$ cat src/rtl/regfile_dump_reader.sv
// Walks register-file indices FIRST_REG..NUM_REGS-1 and streams each word MSB-byte-first
// over a valid/ready byte channel. Define REGDUMP_HEADER_EN to prefix each word with its index.
module regfile_dump_reader #(
    parameter int unsigned DATA_W    = 32,
    parameter int unsigned NUM_REGS  = 32,
    parameter int unsigned FIRST_REG = 0,
    parameter int unsigned ADDR_W    = 5
) (
    input  logic              clk,
    input  logic              reset,
    input  logic              start_i,
    output logic              busy_o,
    output logic              done_o,
    output logic [ADDR_W-1:0] rf_rd_addr_o,
    input  logic [DATA_W-1:0] rf_rd_data_i,
    output logic [7:0]        tx_data_o,
    output logic              tx_valid_o,
    input  logic              tx_ready_i
);

    localparam int unsigned NumBytes = DATA_W / 8;
    localparam int unsigned BcntW    = (NumBytes > 1) ? $clog2(NumBytes) : 1;
    localparam logic [BcntW-1:0] LastBcnt = BcntW'(NumBytes - 1);
    localparam logic [7:0]       FirstIdx = 8'(FIRST_REG);
    localparam logic [7:0]       LastIdx  = 8'(NUM_REGS - 1);

    typedef enum logic [2:0] {
        StIdle,
        StAddr,
`ifdef REGDUMP_HEADER_EN
        StHdr,
`endif
        StSend,
        StDone
    } state_e;

    state_e              state_q;
    logic [7:0]          idx_q;
    logic [DATA_W-1:0]   shreg_q;
    logic [DATA_W-1:0]   shreg_shl;
    logic [BcntW-1:0]    bcnt_q;
    logic                busy_q;
    logic                done_q;
    logic                tx_valid_q;
    logic [7:0]          tx_data_q;
    logic [ADDR_W-1:0]   rf_rd_addr_q;

    // The next beat is pre-computed from the shifted word so tx_data stays a register.
    assign shreg_shl = shreg_q << 8;

    always_ff @(posedge clk or posedge reset) begin
        if (reset) begin
            state_q      <= StIdle;
            idx_q        <= '0;
            shreg_q      <= '0;
            bcnt_q       <= '0;
            busy_q       <= 1'b0;
            done_q       <= 1'b0;
            tx_valid_q   <= 1'b0;
            tx_data_q    <= 8'h00;
            rf_rd_addr_q <= '0;
        end else begin
            done_q <= 1'b0;
            case (state_q)
                StIdle: begin
                    if (start_i) begin
                        rf_rd_addr_q <= ADDR_W'(FirstIdx);
                        idx_q        <= FirstIdx;
                        busy_q       <= 1'b1;
                        state_q      <= StAddr;
                    end
                end
                StAddr: begin
                    shreg_q    <= rf_rd_data_i;
                    bcnt_q     <= '0;
                    tx_valid_q <= 1'b1;
`ifdef REGDUMP_HEADER_EN
                    tx_data_q  <= idx_q;
                    state_q    <= StHdr;
`else
                    tx_data_q  <= rf_rd_data_i[DATA_W-1 -: 8];
                    state_q    <= StSend;
`endif
                end
`ifdef REGDUMP_HEADER_EN
                StHdr: begin
                    if (tx_ready_i) begin
                        tx_data_q <= shreg_q[DATA_W-1 -: 8];
                        state_q   <= StSend;
                    end
                end
`endif
                StSend: begin
                    if (tx_ready_i) begin
                        if (bcnt_q != LastBcnt) begin
                            shreg_q   <= shreg_shl;
                            bcnt_q    <= bcnt_q + BcntW'(1);
                            tx_data_q <= shreg_shl[DATA_W-1 -: 8];
                        end else begin
                            tx_valid_q <= 1'b0;
                            if (idx_q == LastIdx) begin
                                done_q  <= 1'b1;
                                state_q <= StDone;
                            end else begin
                                idx_q        <= idx_q + 8'd1;
                                rf_rd_addr_q <= ADDR_W'(idx_q + 8'd1);
                                state_q      <= StAddr;
                            end
                        end
                    end
                end
                StDone: begin
                    busy_q  <= 1'b0;
                    state_q <= StIdle;
                end
                default: state_q <= StIdle;
            endcase
        end
    end

    assign busy_o       = busy_q;
    assign done_o       = done_q;
    assign tx_valid_o   = tx_valid_q;
    assign tx_data_o    = tx_data_q;
    assign rf_rd_addr_o = rf_rd_addr_q;

endmodule

$ cat config.mk
export PLATFORM = sky130hd
export DESIGN_NAME = regfile_dump_reader
export DESIGN_NICKNAME = d
export VERILOG_FILES = /design/src/rtl/regfile_dump_reader.sv
export SDC_FILE = /design/constraint.sdc
export NUM_CORES = 1
export LEC_CHECK = 0
export ABC_AREA = 1
export BUFFER_PORTS_ARGS = -buffer_cell sky130_fd_sc_hd__buf_2
export CAP_MARGIN = 40
export CORE_UTILIZATION = 58
export DETAILED_ROUTE_END_ITERATION = 8
export MAX_ROUTING_LAYER = met4
export PLACE_DENSITY = 0.85
export SLEW_MARGIN = 20
export SYNTH_ARGS = -nofsm -noshare
export SYNTH_HDL_FRONTEND = slang
export SYNTH_SLANG_ARGS = --single-unit
$ cat constraint.sdc
create_clock -name clk -period 3.3 [get_ports clk]
set_input_delay 0.165 -clock clk [delete_from_list [all_inputs] [get_ports clk]]
set_output_delay 0.165 -clock clk [all_outputs]
set_load 0.05 [all_outputs]
==> Word level (Yosys, flattened, before mapping) <==
Index checks and enable logic that the tools add are counted.
{ "op_classes": {"addsub": 2, "n_lt_le_gt_ge": 0, "mul": 0, "bitwise_logic": 0, "muxes": 33, "eq_ne": 10, "n_shift": 0, "reduce_logical": 9, "div_mod_pow": 0} }
{ "op_table": {"columns": ["op", "count"], "rows": [
  ["two-way mux 24 bit", 2],
  ["two-way mux 8 bit", 6],
  ["case mux 24 bit (2 select lines)", 1],
  ["case mux 8 bit (2 select lines)", 2],
  ["two-way mux 5 bit", 4],
  ["inequality test 2 bit, second input constant", 6],
  ["case mux 5 bit (2 select lines)", 1],
  ["two-way mux 3 bit", 3],
  ["case mux 3 bit (3 select lines)", 1],
  ["AND reduction 3 bit", 3],
  ["adder 8 x 1 -> 8 bit, second input constant", 1],
  ["equality test 8 x 5 -> 1 bit, second input constant", 1],
  ["two-way mux 1 bit", 7],
  ["equality test 3 x 2 -> 1 bit, second input constant", 2],
  ["two-way mux 2 bit", 3],
  ["nonzero test 2 bit", 3],
  ["AND reduction 5 bit", 1],
  ["case mux 1 bit (2 select lines)", 2],
  ["case mux 2 bit (2 select lines)", 1],
  ["equality test 3 x 1 -> 1 bit, second input constant", 1],
  ["zero test 3 bit", 1],
  ["adder 2 x 1 -> 2 bit, second input constant", 1],
  ["AND reduction 2 bit", 1]
]} }
{ "word_totals": {"memories": 0, "mem_bits_rw": 0, "out_inout_bits": 16, "romBits": 0, "register_bits": 53, "latchBits": 0} }

==> Longest topological paths before layout <==
Gate-level depths: netlist of the first run.
{ "logic_depth": {"ltp_word": 5, "depth_mapped": 8} }

==> Least setup slack after synthesis of the first run <==
No wires, ideal clock.
{ "synth_timing": {"path_type": "register -> register", "startpoint": "register bcnt_q[0]", "endpoint": "register bcnt_q[0]", "arrival_ps": 1266, "path_slack_ps": 1912, "setup_ps": 122, "stages_incl_launch_ff": 9, "period_less_slack_ps": 1388, "path_cell_list": "dfrtp_1 -> ha_1 -> nor2_1 -> nand2_1 -> nand2_4 -> inv_2 -> buf_4 -> nand2_1 -> o21ai_1"} }
{ "synth_between": {"elab_chain_cells": 4} }
{ "synth_rtl": {"columns": ["element", "line", "source"], "rows": [
  ["from (decl)", "41", "logic [BcntW-1:0] bcnt_q;"],
  ["from (signal assigned)", "97", "bcnt_q <= bcnt_q + BcntW'(1);"],
  ["adder 2 x 1 -> 2 bit", "97", null],
  ["two-way mux 2 bit", "95", "if (bcnt_q != LastBcnt) begin"],
  ["two-way mux 2 bit", "94", "if (tx_ready_i) begin"],
  ["case mux 2 bit (2 select lines)", "64", "case (state_q)"]
]} }
Several ways; a longest one is shown, not always the timed one. The select of a mux whose other input is x is not followed.
A chain may end at the register's enable or synchronous reset.

==> Final worst setup path of the first run <==
{ "layout_timing": {"startpoint": "register state_q[0]", "endpoint": "register shreg_q[9]"} }
{ "layout_between": {"elab_chain_cells": 3} }
{ "layout_rtl": {"columns": ["element", "line", "source"], "rows": [
  ["from (decl)", "37", "state_e state_q;"],
  ["from (signal assigned)", "53", "state_q <= StIdle;"],
  ["from (signal assigned)", "70", "state_q <= StAddr;"],
  ["from (signal assigned)", "82", "state_q <= StSend;"],
  ["equality test 3 x 2 -> 1 bit / equality test 3 x 1 -> 1 bit (equally long branches)", "64", null],
  ["inequality test 2 bit (no source line) / nonzero test 2 bit (equally long branches)", null, null],
  ["AND reduction 3 bit (no source line)", null, null],
  ["to (signal assigned)", "74", "shreg_q <= rf_rd_data_i;"],
  ["to (signal assigned)", "96", "shreg_q <= shreg_shl;"],
  ["to (decl)", "39", "logic [DATA_W-1:0] shreg_q;"]
]} }
Several ways; a longest one is shown, not always the timed one.

==> metrics.txt, run 1 <==
Hold Crit Class input pin to flop; clk root buf clkbuf_8; pin slew with the least headroom to its limit 0.567 ns; crit end category flop; H-tree levels 2; Arrival @ worst endpoint 2.43 ns; final instance area approximately 2700 um2; pwr/cell area 941 nW/um2; Post-DP Area 2550 um2; CTS tree done; clock-pin slew on the worst setup and hold paths roughly 0.090 ns; Worst Hold Depth 3; CP Launch Point state_q[0]; Sink Count 47; DRC violations left 0; hold path startpoint rf_rd_data_i[1]; status complete, no violations; Worst Path Buf+Inv 1; critical path class flop to flop; crit-path max FO 44; minimum clock period roughly 2.2 ns; die area around 4300 um2; critical-path cell list nor2_8 -> nand2_1 -> nand2_4 -> inv_2 -> nand2_1 -> o21ai_1; Net Count, Synth 305; flop-to-flop setup slack around 1.1 ns; Max Cap Viol 0; headroom to the max-slew limit 0.622; Yosys warnings 0; Detail Route Antenna Nets 0; largest net degree at the start of global routing 45; routed len/inst 12.1 um; initial antenna violation count 0; Initial Utilization 0.620; Synth-to-Final Area Change 14.6%; Inst Count DP 349; gr usage total 0.251; post-CTS resize count 0; final core utilization 0.710; vias per cell slightly above 5; hold_buf cts 1; I/O Buffers 51; clock skew 0.00623 ns; layout cell share with drive strength beyond 1 0.290; die width 65.5 um; fmax 448 MHz; post-synth top area cell dfrtp_1; IO Pins 52; Hold Crit Endpoint shreg_q[1]; setup TNS 0 ns; register bit total from synthesis 47; RSZ-0062 raised after global routing false; sequential-to-total area share from yosys stat 0.503; drt initial violations between 200 and 250; CP dominant cell by count nand2_1; Leakage around 1.3 nW; worst-case reg-to-reg path depth 6; cells after synthesis 267; core area 3770 um2; Die Y 65.5 um; Net count, final 347; CTS Buf Count 5; Area contributors post-synth dfrtp_1 (50%), nand2_1 (12%), a31oi_1 (4.6%), nand3_1 (3.9%), nor2_1 (3.9%); Worst setup SP type flop; RR Endpoint shreg_q[9]; clock tree buffer depth 2; Final Hold Viols 0; via count 1841; antenna cells 0; syn_area_per_cell 8.75 um2; first-pass GRT wire length approximately 7.7 mm; Worst VDD drop just under 0.0006 V; crit share post-route 0.677; Finished Layout Cells 358; largest delay contributor family on the critical path simple AND/OR/NAND/NOR gates; CP required 3.50 ns; setup repair bufs after CTS 0; max-slew violation count 0; clk_lat worst skew 0.31 ns; DR pass1 iterations 4; final WL between 4 and 5 mm; setup violators final 0; worst r2r src state_q[0]; Detail Placement HPWL 3.01 mm; Total Power ~2.5 mW; Critical Path Slowest Stage Cell dfrtp_1; max incr delay on CP 0.59 ns; Mapped Area 2340 um2; GR Overflow Total 0; Synth cell types 29; RePlAce Congestion 0.841; top-area cell type share of the netlist area 0.503; Rows 22; vias in the first global route 1725
-- cell usage after synthesis (all sizes together) --
| master | instances |
|---|---|
| nand2 | 83 |
| dfrtp | 47 |
| o21ai | 30 |
| nor2 | 28 |
| nand3 | 21 |
| a31oi | 17 |
| inv | 17 |
| buf | 14 |
| clkbuf | 4 |
| ha | 2 |
| a21oi | 1 |
| nor3 | 1 |
| o21bai | 1 |
| or2 | 1 |
-- kinds of logic after synthesis --
family / Yosys count / synth area share
AND/OR/NAND/NOR: 134 / 0.276
adder cells (fa/ha/maj): 2 / 0.0107
AO/OA/AOI/OAI: 49 / 0.126
buffers and inverters: 35 / 0.0835
flip-flops: 47 / 0.503
-- final cells by class --
cell class	count	area, um2
fillers	320	1090
clock inverters	2	38.8
inverters	17	68.8
clock buffers	6	82.6
repair buffers	53	285
well taps	48	60.1
flip-flops and latches	47	1180
multi-input cells	185	966
-- power breakdown --
part | total (mW) | internal [mW] | switching, mW | leakage, nW
sequential | 0.941 | 0.804 | 0.136 | 0.575
clock | 0.453 | 0.249 | 0.204 | 0.0618
combinational | 1.13 | 0.320 | 0.806 | 0.632
-- how the worst max path moves through the flow --
stage / endpoint / slack, ns / depth (start not counted)
detailed placement: shreg_q[9] / 1.09 / 6
global placement: shreg_q[12] / 1.17 / 6
global route: shreg_q[12] / 0.86 / 6
finish: shreg_q[9] / 1.07 / 6
floorplan: bcnt_q[0] / 1.91 / 8
CTS: shreg_q[9] / 1.08 / 6
-- cell usage in the layout (no fill, tap or decap) --
cell type / count
nand3_4: 2
inv_6: 1
o21ai_0: 15
or2_2: 1
nand3_2: 1
dlygate4sd3_1: 1
nand2_1: 73
inv_2: 3
o21bai_1: 1
a31oi_1: 17
buf_12: 1
o21ai_2: 7
bufinv_16: 1
nor2_8: 1
nand2_8: 1
clkbuf_8: 6
inv_4: 2
nor2_4: 1
dfrtp_1: 47
ha_1: 2
buf_2: 51
o21ai_1: 8
a21oi_1: 1
nand2_4: 3
nand3_1: 18
nor3_1: 1
nor2_1: 24
inv_1: 12
nor2_2: 2
nand2_2: 6
-- worst reg2reg max path, delay by kind of cell, from the launching register on --
kind,cells,cell delay (ns)
buffers and inverters,1,0.22
AOI/OAI and AO/OA,1,0.07
and+or+nand+nor,4,1.25
DFF,1,0.59
-- state kept, by name (all words and copies together), names as in the netlist --
signal and flops:
tx_valid_o 1, busy_o 1, state_q 2, shreg_q 24
tx_data_o 8, bcnt_q 2, idx_q 8, done_o 1
-- stage by stage --
| stage | setup WS (ns) | hold WS (ns) |
|---|---|---|
| after floorplan | 1.91 | 0.310 |
| after global placement | 1.17 | 0.412 |
| after detailed placement | 1.09 | 0.192 |
| after CTS | 1.08 | 0.0892 |
| after global routing | 0.858 | 0.102 |
| final | 1.07 | 0.0898 |
-- layer usage --
layer	up-vias	GRT usage	routed length, um
met5	-	-	0
met4	0	0.0870	87
met3	8	0.0747	160
met2	41	0.381	2040
met1	842	0.321	2050
li1	950	-	-
(Power assumes the default switching activity.)
==> run 2: changes to the inputs <==
CORE_UTILIZATION = 54   (was 58)
PLACE_DENSITY = 0.8   (was 0.85)
clock period = 2.06 ns   (was 3.3 ns; I/O delays follow)
==> run 2 against run 1 <==
Against the previous run:
- first-iteration DRC count down 12%
- setup slack got worse by 0.76 ns
- clock-buffer cell count unchanged
- non-clock buffer count increased by 3
- fmax up 27%
- sequential share of layout area shrank 0.14 points
- routed wire length grew 4.4%
==> metrics.txt, run 2 (synthesis results as in run 1) <==
status complete, no violations (unchanged); Final Hold Viols 0 (unchanged); pin slew with the least headroom to its limit 0.576 ns (was 0.567 ns); sequential share of power 0.367 (was 0.373); CTS tree done (unchanged); Hold Crit Class input pin to flop (unchanged); RePlAce Congestion 0.806 (was 0.841); minimum clock period 1.75 ns (was 2.23 ns); switching share of power 0.452 (was 0.455); Sink Count 47 (unchanged); setup TNS 0 ns (unchanged); crit end category flop (unchanged); GR Overflow Total 0 (unchanged); headroom to the max-slew limit 0.616 (was 0.622); commonest cells after routing, fill and taps aside nand2_1 (73), buf_2 (51), dfrtp_1 (47), nor2_1 (24), nand3_1 (18) (unchanged); drt initial violations 186 (was 211); Max Cap Viol 0 (unchanged); pwr/cell area 1510 nW/um2 (was 941 nW/um2); CTS Buf Count 5 (unchanged); initial antenna violation count 0 (unchanged); DR pass1 iterations 4 (unchanged); CP required 2.26 ns (was 3.50 ns); Post-DP Area 2560 um2 (was 2550 um2); vias per cell 5.11 (was 5.14); max reg flops 24 (unchanged); RSZ-0062 raised after global routing false (unchanged); first-pass GRT wire length 7.38 mm (was 7.70 mm); clock tree buffer depth 2 (unchanged); max-slew violation count 0 (unchanged); final instance area 2690 um2 (was 2680 um2); clock-pin slew on the worst setup and hold paths 0.08 ns (was 0.09 ns); Arrival @ worst endpoint 1.95 ns (was 2.43 ns); largest net degree at the start of global routing 48 (was 45); die area 4600 um2 (was 4290 um2); P_sw 1.83 mW (was 1.15 mW); die width 67.8 um (was 65.5 um); Detail Placement HPWL 3.00 mm (was 3.01 mm); Rows 23 (was 22); antenna cells 0 (unchanged); clk root buf clkbuf_8 (unchanged); DRC violations left 0 (unchanged); H-tree levels 2 (unchanged); gr usage total 0.227 (was 0.251); layout cell share with drive strength beyond 1 0.297 (was 0.290); clock skew 0.00399 ns (was 0.00623 ns); Worst setup SP type flop (unchanged); Comb pwr share 0.461 (was 0.447); vias in the first global route 1646 (was 1725); Fill cells 349 (was 320); core area 4090 um2 (was 3770 um2); Worst VDD drop 0.000850 V (was 0.000577 V); Net count, final 350 (was 347); clk_lat worst skew 0.31 ns (about the same); IO Pins 52 (unchanged); most common cell after layout, fill and taps aside nand2_1 (unchanged); final WL 4.53 mm (was 4.33 mm); clock share of power 0.173 (was 0.180); I/O Buffers 51 (unchanged); setup repair bufs after CTS 0 (unchanged); Detail Route Antenna Nets 0 (unchanged); fmax 570 MHz (was 448 MHz); Synth-to-Final Area Change 14.9% (was 14.6%); Die Y 67.8 um (was 65.5 um); crit share post-route 0.851 (was 0.677); Internal 2.22 mW (was 1.37 mW); critical path class flop to flop (unchanged); post-CTS resize count 0 (unchanged); crit-path max FO 42 (was 44); routed len/inst 12.5 um (was 12.1 um); Leakage 1.28 nW (was 1.27 nW); setup violators final 0 (unchanged); Largest Register shreg_q (unchanged); via count 1856 (was 1841); Initial Utilization 0.572 (was 0.620)
==> run 2: cell count changes in the layout (fill, tap and decap cells not counted), sizes merged <==
cell    change
buf         +3
clkinv      +1
inv         -1
==> run 2: worst paths after layout <==
kind                                  from          end  cells after the start  slack, ns
setup / recovery                 bcnt_q[0]    bcnt_q[0]                      7       0.31
max in group asynchronous            reset  shreg_q[12]                      4       1.19
min in group asynchronous            reset  shreg_q[15]                      4       0.48
hold reg to reg                  bcnt_q[1]    bcnt_q[1]                      2       0.49
setup reg to reg                 bcnt_q[0]    bcnt_q[0]                      7       0.31
hold / removal             rf_rd_data_i[7]   shreg_q[7]                      3       0.04
==> run 2: layer usage <==
layer	GRT usage	up-vias	part of all wire
met5	-	-	0
met4	0.104	0	0.026
met3	0.0405	11	0.044
met2	0.337	48	0.44
met1	0.301	840	0.49
li1	-	957	-
==> run 2: critical path: stages, from the launching register on <==
cell	delay, ns
dfrtp_1	0.40
ha_1	0.26
nor2_1	0.15
nand2_1	0.12
nand2_4	0.33
inv_2	0.21
nand2_1	0.09
o21ai_1	0.06
==> run 2: cell type report <==
type | instances | area [um2] | area share
clock buffer | 6 | 82.6 | 0.0307
multi-input combinational | 185 | 966 | 0.360
tap | 50 | 62.6 | 0.0233
inverter | 17 | 68.8 | 0.0256
sequential | 47 | 1180 | 0.438
timing repair buffer | 56 | 295 | 0.110
clock inverter | 2 | 35.0 | 0.0130
==> run 2: stage by stage <==
stage	std cells	util	power, mW	hold WS [ns]	setup WS, ns
2_1_floorplan	267	-	3.09	0.248	0.672
3_3_place_gp	354	0.626	3.32	0.286	0.358
3_5_place_dp	354	0.626	3.37	0.281	0.312
4_1_cts	363	0.657	4.07	0.0350	0.302
5_1_grt	363	0.657	4.36	0.0466	0.148
6_report	363	0.657	4.06	0.0357	0.307
==> run 2: timing repair <==
item                                    CTS  global route
hold endpoints to repair                 47             0
endpoints found under the setup margin    0             0
hold buffers                              1             0
==> run 2: power groups by stage <==
stage,Combinational [mW],Clock (mW),Sequential [mW]
2_1_floorplan,1.29,0,1.80
3_3_place_gp,1.83,0,1.49
3_5_place_dp,1.87,0,1.50
4_1_cts,1.88,0.705,1.49
5_1_grt,2.09,0.749,1.52
6_report,1.87,0.700,1.49
